$ cat src/rtl/inst_fetch_pkg.sv
// Shared fetch-stage definitions: widths, reset vector and the fetch FSM state type.
package inst_fetch_pkg;

    localparam int unsigned W_ADDR = 32;
    localparam int unsigned W_INST = 32;

    localparam logic [W_ADDR-1:0] RESET_VECTOR = 32'hbfc0_0000;

    typedef enum logic [2:0] {
        IDLE,
        REQ,
        WAIT,
        HOLD,
        DROP
    } fetch_state_t;

endpackage

$ cat src/rtl/fetch_buf.sv
// One-entry instruction buffer: parks returned data while the decode stage is holding.
module fetch_buf
    import inst_fetch_pkg::*;
(
    input  logic              clk,
    input  logic              rst,
    input  logic              load_i,
    input  logic              clr_i,
    input  logic [W_INST-1:0] data_i,
    output logic [W_INST-1:0] data_o
);

    logic [W_INST-1:0] data_q;

    always_ff @(posedge clk) begin
        if (rst || clr_i) begin
            data_q <= '0;
        end else if (load_i) begin
            data_q <= data_i;
        end
    end

    assign data_o = data_q;

endmodule

$ cat src/rtl/inst_fetch.sv
// Instruction fetch stage: sram-like bus master with one outstanding read, flush
// cancellation, downstream hold buffering and misaligned-PC exception reporting.
module inst_fetch
    import inst_fetch_pkg::*;
(
    input  logic              clk,
    input  logic              rst,
    input  logic [W_ADDR-1:0] pc_addr,
    input  logic              flush,
    input  logic              hold,
    output logic              inst_req,
    output logic [W_ADDR-1:0] inst_addr,
    input  logic              inst_addr_ok,
    input  logic              inst_data_ok,
    input  logic [W_INST-1:0] inst_rdata,
    output logic [W_INST-1:0] if_inst,
    output logic              if_valid,
    output logic              if_adel,
    output logic              if_stall
);

    fetch_state_t      state_q, state_d;
    logic [W_ADDR-1:0] addr_q, addr_d;
    logic              drop_q, drop_d;
    logic              buf_load, buf_clr, complete;
    logic [W_INST-1:0] buf_data;

    fetch_buf u_fetch_buf (
        .clk    (clk),
        .rst    (rst),
        .load_i (buf_load),
        .clr_i  (buf_clr),
        .data_i (inst_rdata),
        .data_o (buf_data)
    );

    always_ff @(posedge clk) begin
        if (rst) begin
            state_q <= IDLE;
            addr_q  <= '0;
            drop_q  <= 1'b0;
        end else begin
            state_q <= state_d;
            addr_q  <= addr_d;
            drop_q  <= drop_d;
        end
    end

    // Next state and bus/pipeline outputs; flush always wins over completion.
    always_comb begin
        state_d   = state_q;
        addr_d    = addr_q;
        drop_d    = drop_q;
        inst_req  = 1'b0;
        inst_addr = addr_q;
        if_inst   = '0;
        if_valid  = 1'b0;
        if_adel   = 1'b0;
        buf_load  = 1'b0;
        buf_clr   = 1'b0;
        complete  = 1'b0;
        if (!rst) begin
            unique case (state_q)
                IDLE: begin
                    if (!flush) begin
                        if (pc_addr[1:0] != 2'b00) begin
                            if_adel = 1'b1;
                            if (!hold) begin
                                complete = 1'b1;
                                if_valid = 1'b1;
                            end
                        end else begin
                            inst_req  = 1'b1;
                            inst_addr = pc_addr;
                            addr_d    = pc_addr;
                            drop_d    = 1'b0;
                            state_d   = inst_addr_ok ? WAIT : REQ;
                        end
                    end
                end
                REQ: begin
                    // The request cannot be withdrawn; a flush only marks the reply for discard.
                    inst_req = 1'b1;
                    if (inst_addr_ok) begin
                        state_d = (drop_q || flush) ? DROP : WAIT;
                        drop_d  = 1'b0;
                    end else begin
                        drop_d = drop_q || flush;
                    end
                end
                WAIT: begin
                    if (inst_data_ok) begin
                        if (flush) begin
                            state_d = IDLE;
                        end else if (!hold) begin
                            complete = 1'b1;
                            if_valid = 1'b1;
                            if_inst  = inst_rdata;
                            state_d  = IDLE;
                        end else begin
                            buf_load = 1'b1;
                            state_d  = HOLD;
                        end
                    end else if (flush) begin
                        state_d = DROP;
                    end
                end
                HOLD: begin
                    if_inst = buf_data;
                    if (flush) begin
                        buf_clr = 1'b1;
                        state_d = IDLE;
                    end else if (!hold) begin
                        complete = 1'b1;
                        if_valid = 1'b1;
                        state_d  = IDLE;
                    end
                end
                DROP: begin
                    if (inst_data_ok) begin
                        state_d = IDLE;
                    end
                end
                default: begin
                    state_d = IDLE;
                end
            endcase
        end
        if_stall = !complete;
    end

endmodule

$ cat config.mk
export PLATFORM = sky130hd
export DESIGN_NAME = inst_fetch
export DESIGN_NICKNAME = d
export VERILOG_FILES = /design/src/rtl/inst_fetch_pkg.sv /design/src/rtl/fetch_buf.sv /design/src/rtl/inst_fetch.sv
export SDC_FILE = /design/constraint.sdc
export NUM_CORES = 1
export LEC_CHECK = 0
export ABC_AREA = 0
export BUFFER_PORTS_ARGS = -buffer_cell sky130_fd_sc_hd__buf_4
export CAP_MARGIN = 10
export CORE_MARGIN = 2
export CORE_UTILIZATION = 35
export DETAILED_ROUTE_END_ITERATION = 12
export PLACE_DENSITY = 0.58
export SYNTH_ARGS = -nofsm -noshare
export SYNTH_HDL_FRONTEND = slang
export SYNTH_HIERARCHICAL = 1
export SYNTH_SLANG_ARGS = --single-unit
$ cat constraint.sdc
create_clock -name clk -period 2.9 [get_ports clk]
set_input_delay 0.725 -clock clk [delete_from_list [all_inputs] [get_ports clk]]
set_output_delay 0.725 -clock clk [all_outputs]
set_load 0.02 [all_outputs]
---- Word-level counts from Yosys, hierarchy flattened ----
Cells that the tools add are included.
storage, ports and cells
  register bits after elaboration ......... 68
  bits in latches ......................... 0
  bits in writable memories ............... 0
  bits in read-only memories .............. 0
  bits of input ports ..................... 70
  memories kept ........................... 0
cells by class
  add/subtract/negate cells ............... 0
  multipliers ............................. 0
  divide/modulo/power cells ............... 0
  order comparisons ....................... 0
  eq/ne operators ......................... 10
  shift-type cells ........................ 0
  muxes and demuxes ....................... 49
  bitwise gates (word level) .............. 0
  reduce and logical (&&, ||, !) cells .... 8
operator list
  cell                                                              number
  32-bit two-way mux                                                8
  32-bit one-hot mux with 2 select lines                            1
  3-bit two-way mux                                                 9
  1-bit two-way mux                                                 24
  3-bit one-hot mux with 5 select lines                             1
  2-bit != test (second input constant)                             4
  3-bit by 2-bit == test with 1-bit output (second input constant)  2
  2-bit two-way mux                                                 3
  3-bit != test (second input constant)                             2
  6-bit AND reduction                                               1
  1-bit one-hot mux with 2 select lines                             2
  2-bit nonzero test                                                2
  3-bit by 1-bit == test with 1-bit output (second input constant)  1
  3-bit == test (second input constant)                             1
  3-bit zero test                                                   1
  1-bit one-hot mux with 3 select lines                             1
  3-bit AND reduction                                               1
  1-bit logical OR                                                  2
  1-bit zero test                                                   1

---- Logic depth before layout (Yosys ltp) ----
Gate-level depths: netlist of run 1.
  depth in word-level cells ............... 6
  depth in mapped cells ................... 10
  depth with buffers taken out ............ 5

---- Hierarchy ----
The synthesis of run 1 kept the hierarchy.
modules (own cells, without submodules)
  module      instances  cells an instance  area an instance (um^2)  seq. area each (um^2)
  inst_fetch  1          305                2308.5                   720.7
  fetch_buf   1          105                1156.1                   640.6

---- Worst setup path after synthesis of run 1 ----
No wires, ideal clock.
  kind .................................... input to output
  start ................................... in flush
  end ..................................... out inst_addr[13]
  arrival time ............................ 1958 ps
  slack ................................... 217 ps
  cell stages on the path ................. 6
  cell sequence ........................... buf_6 > nor3_1 > nand2_1 > nor2_2 > buf_4 > mux2_1
between the ends
  word-level cells in the longest chain between the ends .. 3
ends and longest elaborated chain
  item                              line              text
  from (decl)                       inst_fetch.sv:9   input logic flush,
  32-bit two-way mux (2 in series)  -
  32-bit two-way mux                inst_fetch.sv:62  if (!rst) begin
  to (decl)                         inst_fetch.sv:12  output logic [W_ADDR-1:0] inst_addr,
Every way passes these cells.

---- Worst setup path in the final report of run 1 ----
  start ................................... in flush
  end ..................................... out inst_addr[2]
The elaborated chain is that of the path after synthesis.

==> key figures, run 1 <==
Finish
  • Synth-to-Final Area Change: 38.1%
  • # fillers: 968
  • ANT cells: 0
  • Layout Cells excl Fill: 673
  • Layout Nets: 605
  • Final Core Density: 0.494
  • Share of layout cells above drive strength 1: 0.339

STA
  • Slew at the pin closest to its max-slew limit: 1.19 ns
  • RSZ-0062 raised after global routing: no
  • Tcrit/Tclk final: 0.958
  • Final Critical Period: 2.78 ns
  • Hold Vio Cnt, Final: 0
  • Peak Freq: 360 MHz
  • Final setup margin: 0.121 ns
  • Final Skew: 0.00324 ns
  • Pins Over Slew Limit: 0
  • Rel. slew slack: 0.210
  • Fin Setup TNS: 0 ns
  • Final setup fails: 0

Die
  • Die height: 103 um
  • # IOs: 138
  • Core region area: 9680 um2
  • Starting Density: 0.358
  • Die Wd: 103 um
  • Num rows: 36
  • Die area: 10700 um2

Outcome
  • Status: finished clean

GRT
  • Total grt overflow: 0
  • Gr usage total: 0.163
  • Initial antenna violation count: 0
  • First-pass GRT wire length: 13700 um
  • Vias in the first global route: 2856
  • Largest net degree at the start of global routing: 33

Clocking
  • Cts repair resizes: 0
  • Postcts setup bufs: 0
  • Clk slew on worst S/H paths: 0.07 ns
  • CTS tree: built
  • Longest Clk Path Bufs: 2
  • Clk_lat worst skew: 0.34 ns
  • CTS H-tree depth: 3
  • Clk root buf: clkbuf_8
  • Total CTS buffers: 9
  • Cts-stage hold buffer count: 0
  • Clock sink count: 68

Detailed routing
  • Vias per cell: 4.72
  • Final ANT Viol Nets: 0
  • Final Routed Wirelength: 8950 um
  • Vias: 3179
  • Pre-antenna DRT Iters: 4
  • DRC: 0
  • Drt wl/cell: 13.3 um
  • 1st-iter DRT viols: 93

Place
  • Post-place setup slack: 0.107 ns
  • Gpl congestion: 0.770
  • Detailed placer's ending HPWL: 6310 um
  • Port Buffers: 137
  • Placed Cells: 657

Critical path
  • CP max stage cell: mux2_2
  • Worst path bufs/invs: 3
  • Worst Setup Start Kind: primary input
  • Worst Path Arrival: 2.05 ns
  • Critical Path Sink Type: primary output
  • Max Fanout on Critical Path: 19
  • Critical path data required time: 2.17 ns
  • WS Path Type: primary input to primary output
  • Critical Path, Cell by Cell: buf_4, nor3_1, nand2_1, nor2_2, buf_4, mux2_2, buf_4
  • Worst path top cell family by delay: buffers and inverters
  • Max stage delay on crit path: 0.37 ns
  • Most used cell, CP: buf_4

Pwr
  • Peak VDD IR: 0.000217 V
  • LEAKAGE: 0.00194 uW
  • Sequential share of power: 0.401
  • Internal power: 1790 uW
  • Clock Power Share: 0.305
  • Total Power: 2610 uW
  • P_sw: 824 uW
  • Gate power share: 0.295
  • Switch share: 0.315
  • Power Density: 546 nW/um2

Flow run
  • Max-cap viol count: 0

Min path
  • Hold Path Class: flop to flop

Yosys
  • Avg Cell Area, Syn: 8.45 um2
  • Unique masters post-synth: 39
  • Sequential area share after synthesis: 0.393
  • Syn_nets: 480
  • Register bit total from synthesis: 68
  • Yosys warning count: 6
  • Synthesized area: 3460 um2
  • Post-Syn Instances: 410
==> area by class of cell <==
class	instances	area, um2	share of cell area
inverters	2	7.51	0.00157
well taps	133	166	0.0348
clock inverters	4	47.5	0.00994
multi-input cells	303	1890	0.394
clock buffers	12	155	0.0324
flip-flops and latches	68	1360	0.285
repair buffers	151	1160	0.242
==> path summary, 6_finish.rpt <==
path,slack (ns),cells past startpoint,endpoint,from
setup / recovery,0.12,7,inst_addr[2],flush
hold / removal,0.45,2,addr_q[23],addr_q[23]
setup reg to reg,0.43,6,u_fetch_buf/data_o[9],state_q[0]
hold reg to reg,0.45,2,addr_q[23],addr_q[23]
==> worst register-to-register path, cell delays in order (launching register included) <==
cell and delay (ns):
dfxtp_2 0.48, nor2b_1 0.21, and2_1 0.16, buf_4 0.26
and3b_1 0.19, or2_1 0.89, nor2_1 0.13
==> routing by layer <==
| metal | wire length (um) | vias up | GRT usage |
|---|---|---|---|
| met3 | 729 | 9 | 0.0504 |
| met4 | 146 | 0 | 0.0759 |
| li1 | - | 1653 | - |
| met5 | 0 | - | 0 |
| met1 | 4110 | 1425 | 0.207 |
| met2 | 3960 | 92 | 0.253 |
==> power groups by stage <==
stage	Combinational (uW)	Clock, uW	Sequential (uW)
after CTS	772	834	1040
after detailed placement	770	0	1060
final	770	796	1050
after global routing	844	870	1060
after floorplan	528	0	1040
after global placement	764	0	1060
==> cells in the final DEF (no fill, tap or decap), types with 3 or more instances in the layout <==
master	instances
nor2_1	71
mux2_1	23
nor3b_1	3
o21ai_0	3
mux2_2	8
dfxtp_1	67
a21oi_1	32
nand2b_1	4
nand2_1	64
nor2b_1	5
mux2i_1	33
buf_4	149
a22oi_1	32
clkbuf_8	11
==> Yosys cell counts (all sizes together) <==
| cell | count | area share |
|---|---|---|
| nand2b | 4 | 0.0072 |
| buf | 23 | 0.049 |
| nor2b | 5 | 0.0090 |
| a221oi | 1 | 0.0043 |
| a21oi | 32 | 0.046 |
| clkbuf | 14 | 0.016 |
| or2 | 1 | 0.0018 |
| a31o | 1 | 0.0025 |
| nand4 | 1 | 0.0018 |
| o21ai | 3 | 0.0043 |
| o31ai | 1 | 0.0022 |
| or3 | 3 | 0.0069 |
| nand2 | 64 | 0.069 |
| nor3b | 3 | 0.0065 |
| a22oi | 32 | 0.069 |
| inv | 2 | 0.0022 |
| a21boi | 1 | 0.0022 |
| nor4 | 2 | 0.0036 |
| and3b | 1 | 0.0025 |
| a31oi | 2 | 0.0036 |
| nor3 | 2 | 0.0043 |
| and2 | 1 | 0.0018 |
| mux2 | 31 | 0.10 |
| mux2i | 33 | 0.095 |
| o22ai | 1 | 0.0018 |
| and4b | 1 | 0.0029 |
| or3b | 1 | 0.0033 |
| nor2 | 74 | 0.082 |
| dfxtp | 68 | 0.39 |
| o21a | 1 | 0.0025 |
| nor4b | 1 | 0.0025 |
==> cell families (layout without fill, tap and decap cells) <==
group / Yosys count / count (layout) / synth area share
simple gates: 164 / 164 / 0.205
compound gates: 75 / 75 / 0.139
flops: 68 / 68 / 0.393
mux: 64 / 64 / 0.196
buf+inv: 39 / 169 / 0.0668
==> stage by stage <==
| stage | hold slack [ns] | instance area [um2] |
|---|---|---|
| 5_1_grt | 0.475 | 4780 |
| 3_5_place_dp | 0.446 | 4570 |
| 3_3_place_gp | 0.440 | 4570 |
| 4_1_cts | 0.456 | 4780 |
| 6_report | 0.453 | 4780 |
| 2_1_floorplan | 0.432 | 3460 |
==> flip-flops by register name, summed over array words and instances (netlist names) <==
| register | count |
|---|---|
| state_q | 3 |
| u_fetch_buf/data_o | 32 |
| addr_q | 32 |
| drop_q | 1 |
Power figures use the tool's default switching activity.
==> inputs of run 2 (changes only) <==
- ABC_AREA: 0 -> 1
- MAX_ROUTING_LAYER: default -> met4
- PLACE_DENSITY: 0.58 -> 0.57
==> run 2 against run 1 <==
  * Final area increased by 3.4%
  * Critical path type is now flop to primary output
  * Final cell count increased by 23%
  * Fmax increased by 3.3%
==> key figures, run 2 <==
Clocking
  • CTS tree: built
  • Clk root buf: clkbuf_8
  • Longest Clk Path Bufs: 2
  • Postcts setup bufs: 0
  • Cts repair resizes: 0
  • Clk slew on worst S/H paths: 0.08 ns
  • Cts-stage hold buffer count: 0
  • Clock sink count: 68
  • Total CTS buffers: 9
  • CTS H-tree depth: 3
  • Clk_lat worst skew: 0.34 ns

GRT
  • Largest net degree at the start of global routing: 65
  • Initial antenna violation count: 0
  • First-pass GRT wire length: 15100 um
  • Gr usage total: 0.167
  • Vias in the first global route: 3335
  • Total grt overflow: 0

Yosys
  • Yosys warning count: 6
  • Top cell type's share of synthesized area: 0.370
  • Sequential area share after synthesis: 0.370
  • Ys async rst share: 0
  • Syn_nets: 632
  • Top post-synthesis cells by area: dfxtp_1, nand2_1, nor2_1
  • Largest area contributor in the netlist: dfxtp_1
  • Post-Syn Instances: 562
  • Main synth FF type: dfxtp_1
  • Register bit total from synthesis: 68
  • EDFF count, synth: 0
  • Most common cell in the netlist: nand2_1
  • Avg Cell Area, Syn: 6.55 um2
  • Commonest cells post-synth: nand2_1, nor2_1, inv_1
  • Unique masters post-synth: 20
  • Synthesized area: 3680 um2

Finish
  • # fillers: 1097
  • Final Core Density: 0.481
  • Layout Nets: 755
  • ANT cells: 0
  • Share of layout cells above drive strength 1: 0.293
  • Commonest non-fill, non-tap cell in the layout: nand2_1
  • Commonest cells after routing, fill and taps aside: nand2_1, buf_4, nor2_1
  • Synth-to-Final Area Change: 34.4%

Critical path
  • Worst Setup Start Kind: flop
  • Critical Path Sink Type: primary output
  • Reg2reg start: state_q[1]
  • Max Fanout on Critical Path: 22
  • WS Path Type: flop to primary output
  • Worst Path Arrival: 1.96 ns
  • Critical path data required time: 2.17 ns
  • Setup crit start: state_q[1]

STA
  • Pins Over Slew Limit: 0
  • Worst hold slack: 0.440 ns
  • Tcrit/Tclk final: 0.927
  • RSZ-0062 raised after global routing: no
  • Rel. slew slack: 0.496
  • Fin Setup TNS: 0 ns
  • Final Skew: 0.0168 ns
  • Slew at the pin closest to its max-slew limit: 0.754 ns
  • Final setup fails: 0
  • Final Critical Period: 2.69 ns
  • Peak Freq: 372 MHz
  • Hold Vio Cnt, Final: 0

Place
  • Detailed placer's ending HPWL: 6410 um
  • Port Buffers: 137
  • Gpl congestion: 0.846

Detailed routing
  • Pre-antenna DRT Iters: 4
  • 1st-iter DRT viols: 186
  • Drt wl/cell: 11.1 um
  • Vias per cell: 4.46
  • Vias: 3686
  • Final ANT Viol Nets: 0
  • DRC: 0
  • Final Routed Wirelength: 9160 um

Pwr
  • Internal power: 1880 uW
  • Power Density: 570 nW/um2
  • Clock Power Share: 0.338
  • Total Power: 2820 uW
  • Gate power share: 0.286
  • Sequential share of power: 0.376
  • Switch share: 0.332
  • LEAKAGE: 0.00223 uW
  • Peak VDD IR: 0.000287 V
  • P_sw: 937 uW

Die
  • Die height: 107 um
  • Die Wd: 107 um
  • Core region area: 10300 um2
  • Num rows: 37
  • Starting Density: 0.358
  • # IOs: 138
  • Die area: 11400 um2

Min path
  • HP Start: addr_q[1]
  • Hold Path Class: flop to flop

Flow run
  • Max-cap viol count: 0

Outcome
  • Status: finished clean
run 2: cell count changes after synthesis, moves of 14 or more:
cell / before / now
nor2_1: 72 / 86
mux2i_1: 33 / 0
o21ai_0: 3 / 24
a22oi_1: 32 / 0
mux2_1: 23 / 0
o21ai_2: 0 / 28
nand2_1: 64 / 178
inv_1: 2 / 73
run 2: worst paths after layout:
kind / to / slack (ns) / cells past startpoint
min: addr_q[1] / 0.44 / 2
max: if_inst[18] / 0.21 / 6
max reg2reg: u_fetch_buf/data_o[11] / 1.01 / 7
min reg2reg: addr_q[1] / 0.44 / 2
run 2: through the flow:
| stage | cell area (um2) | cells | setup WS (ns) |
|---|---|---|---|
| 6_report | 4950 | 826 | 0.211 |
| 3_5_place_dp | 4700 | 810 | 0.273 |
| 5_1_grt | 4950 | 826 | 0.0528 |
| 3_3_place_gp | 4700 | 810 | 0.300 |
| 4_1_cts | 4950 | 826 | 0.178 |
| 2_1_floorplan | 3680 | 562 | 0.421 |
run 2: layout make-up:
type | instances | area (um2) | area share
Timing Repair Buffer | 142 | 1100 | 0.223
Tap cell | 136 | 170 | 0.0344
Multi-Input combinational cell | 388 | 1780 | 0.360
Clock buffer | 9 | 124 | 0.0250
Clock inverter | 7 | 123 | 0.0248
Inverter | 76 | 285 | 0.0577
Sequential cell | 68 | 1360 | 0.275
run 2: cell families (layout without fill, tap and decap cells):
| logic type | after synthesis | in the layout | synth area share |
|---|---|---|---|
| buffers and inverters | 106 | 234 | 0.148 |
| AO/OA/AOI/OAI | 95 | 95 | 0.158 |
| AND/OR/NAND/NOR | 293 | 293 | 0.324 |
| flip-flops | 68 | 68 | 0.370 |
run 2: critical path, stage by stage, from the launching register on:
cell and delay, ns:
dfxtp_1 0.55, nand2_2 0.11, nor2_4 0.32, buf_12 0.21, nand2_1 0.07, a21oi_1 0.19, buf_4 0.17
run 2: routing by layer:
metal	vias up	part of all wire	GRT usage	routed length, um
met3	7	0.039	0.0215	358
met1	1650	0.46	0.203	4170
met4	0	0.011	0.0612	104
met2	72	0.49	0.283	4520
li1	1957	-	-	-
met5	-	0	-	0
run 2: power groups by stage:
stage | clock network, uW | logic [uW] | registers [uW]
finish | 953 | 804 | 1060
floorplan | 0 | 579 | 1060
global route | 1030 | 897 | 1070
global placement | 0 | 800 | 1080
detailed placement | 0 | 806 | 1080
CTS | 984 | 810 | 1060
==> inputs of run 3 (changes only) <==
- CORE_UTILIZATION: 35 -> 29
- PLACE_DENSITY: 0.57 -> 0.5
- SYNTH_HIERARCHICAL: 1 -> default
==> run 3 against run 2 <==
  * Largest power group unchanged
  * Global-route usage down 1.2 points
  * Non-clock buffer count is 6 higher
  * Worst hold slack about the same
  * First-iteration DRC count increased by 31%
  * Largest cell class unchanged
  * Flip-flop and latch count did not move
==> key figures, run 3 <==
Yosys
  • Largest area contributor in the netlist: dfxtp_1
  • Main synth FF type: dfxtp_1
  • Syn_nets: 525
  • Ys async rst share: 0
  • Yosys warning count: 0
  • Most common cell in the netlist: nand2_1
  • Synthesized area: 3180 um2
  • Post-Syn Instances: 455
  • Avg Cell Area, Syn: 6.99 um2
  • Sequential area share after synthesis: 0.428
  • Unique masters post-synth: 22
  • Top cell type's share of synthesized area: 0.428
  • Register bit total from synthesis: 68
  • Top post-synthesis cells by area: dfxtp_1, nand2_1, o21ai_0
  • EDFF count, synth: 0
  • Commonest cells post-synth: nand2_1, dfxtp_1, nor2_1

Detailed routing
  • WL met3: 722 um
  • Vias per cell: 4.49
  • DRC: 0
  • Pre-antenna DRT Iters: 5
  • 1st-iter DRT viols: 244
  • Met1 wire length: 4330 um
  • Vias: 3283
  • Drt wl/cell: 12.5 um
  • Final ANT Viol Nets: 0
  • Highest Signal Layer: met4
  • Final Routed Wirelength: 9120 um
  • Met2 Wirelength: 3960 um

STA
  • Hold Vio Cnt, Final: 0
  • Slew at the pin closest to its max-slew limit: 0.610 ns
  • Tcrit/Tclk final: 0.933
  • Final Skew: 0.0111 ns
  • Worst hold slack: 0.440 ns
  • Rel. slew slack: 0.593
  • Fin Setup TNS: 0 ns
  • RSZ-0062 raised after global routing: no
  • Pins Over Slew Limit: 0
  • Peak Freq: 369 MHz
  • Final setup fails: 0
  • Final setup margin: 0.193 ns
  • Final Critical Period: 2.71 ns

Die
  • # IOs: 138
  • Die area: 11800 um2
  • Num rows: 38
  • Die Wd: 109 um
  • Die height: 109 um
  • Starting Density: 0.296
  • Core region area: 10700 um2

Critical path
  • Worst Path Arrival: 1.98 ns
  • Max Fanout on Critical Path: 31
  • Critical Path Sink Type: primary output
  • Critical path data required time: 2.17 ns
  • Worst Setup Start Kind: flop
  • WS Path Type: flop to primary output

Finish
  • Share of layout cells above drive strength 1: 0.296
  • Commonest cells after routing, fill and taps aside: buf_4, nand2_1, dfxtp_1
  • Layout Cells excl Fill: 731
  • Synth-to-Final Area Change: 43.2%
  • Commonest non-fill, non-tap cell in the layout: buf_4
  • ANT cells: 0
  • Layout Nets: 657

Clocking
  • Clk slew on worst S/H paths: 0.07 ns
  • Clk_lat worst skew: 0.34 ns
  • Total CTS buffers: 9
  • Longest Clk Path Bufs: 2
  • Clk root buf: clkbuf_8
  • Cts-stage hold buffer count: 0
  • CTS H-tree depth: 3
  • CTS tree: built
  • Clock sink count: 68

Flow run
  • Max-cap viol count: 0

Pwr
  • Peak VDD IR: 0.000189 V
  • LEAKAGE: 0.00194 uW
  • Power Density: 450 nW/um2

GRT
  • Gr usage total: 0.155
  • Total grt overflow: 0
  • Largest net degree at the start of global routing: 63
  • First-pass GRT wire length: 14100 um
  • Initial antenna violation count: 0
  • Vias in the first global route: 2892

Min path
  • Hold Path Class: flop to flop

Place
  • Port Buffers: 137
  • Post-place setup slack: 0.281 ns
  • Gpl congestion: 0.864
  • Placed Cells: 713
  • Detailed placer's ending HPWL: 6380 um

Outcome
  • Status: finished clean
run 3: final timing paths:
kind | start | end | slack (ns) | cells past startpoint
worst min-delay path | addr_q[1] | addr_q[1] | 0.44 | 2
worst max-delay path | state_q[2] | inst_addr[2] | 0.19 | 9
worst min register to register | addr_q[1] | addr_q[1] | 0.44 | 2
worst max register to register | state_q[0] | u_fetch_buf.data_o[5] | 1.13 | 5
run 3: timing repair:
item,CTS,global route
setup buffers,0,2
resized for setup,0,0
setup endpoints to repair,0,5
run 3: cells by family (layout without fill, tap and decap cells):
kind of cell    after synthesis  after routing  share of synthesized area
flops                        68             68                      0.428
compound gates              131            131                      0.234
simple gates                180            180                      0.232
buf+inv                      76            212                      0.106
run 3: power by group:
| part | leakage, uW | switching (uW) | internal, uW | total (uW) |
|---|---|---|---|---|
| logic | 0.00130 | 190 | 151 | 341 |
| clock network | 0.0000959 | 346 | 390 | 736 |
| registers | 0.000550 | 11.9 | 958 | 970 |
| total | 0.00194 | 548 | 1500 | 2050 |
run 3: layer usage:
layer,vias up,GRT usage
met3,11,0.0353
met4,0,0.0476
met2,130,0.234
met5,-,-
met1,1399,0.207
li1,1743,-
run 3: worst max-delay path, cell delays in order, from the launching register on:
cell and delay (ns):
dfxtp_1 0.38, nor2_4 0.16, inv_2 0.06, nor2_4 0.13, nand4_2 0.13, nor2_4 0.19
buf_12 0.12, clkbuf_16 0.18, o21ai_0 0.12, buf_4 0.18
run 3: layout make-up:
cell class                 instances  area, um2
clock buffer                      10        128
sequential                        68       1360
inverter                          49        184
tap                              140        175
timing repair buffer             148       1170
multi-input combinational        311       1480
fill                            1131       6190
clock inverter                     5       53.8
run 3: through the flow:
| step | instance area (um2) | power, uW | util |
|---|---|---|---|
| 2_1_floorplan | 3180 | 1160 | - |
| 3_3_place_gp | 4320 | 1330 | 0.402 |
| 3_5_place_dp | 4320 | 1330 | 0.402 |
| 4_1_cts | 4500 | 2070 | 0.419 |
| 5_1_grt | 4550 | 2160 | 0.424 |
| 6_report | 4550 | 2050 | 0.424 |
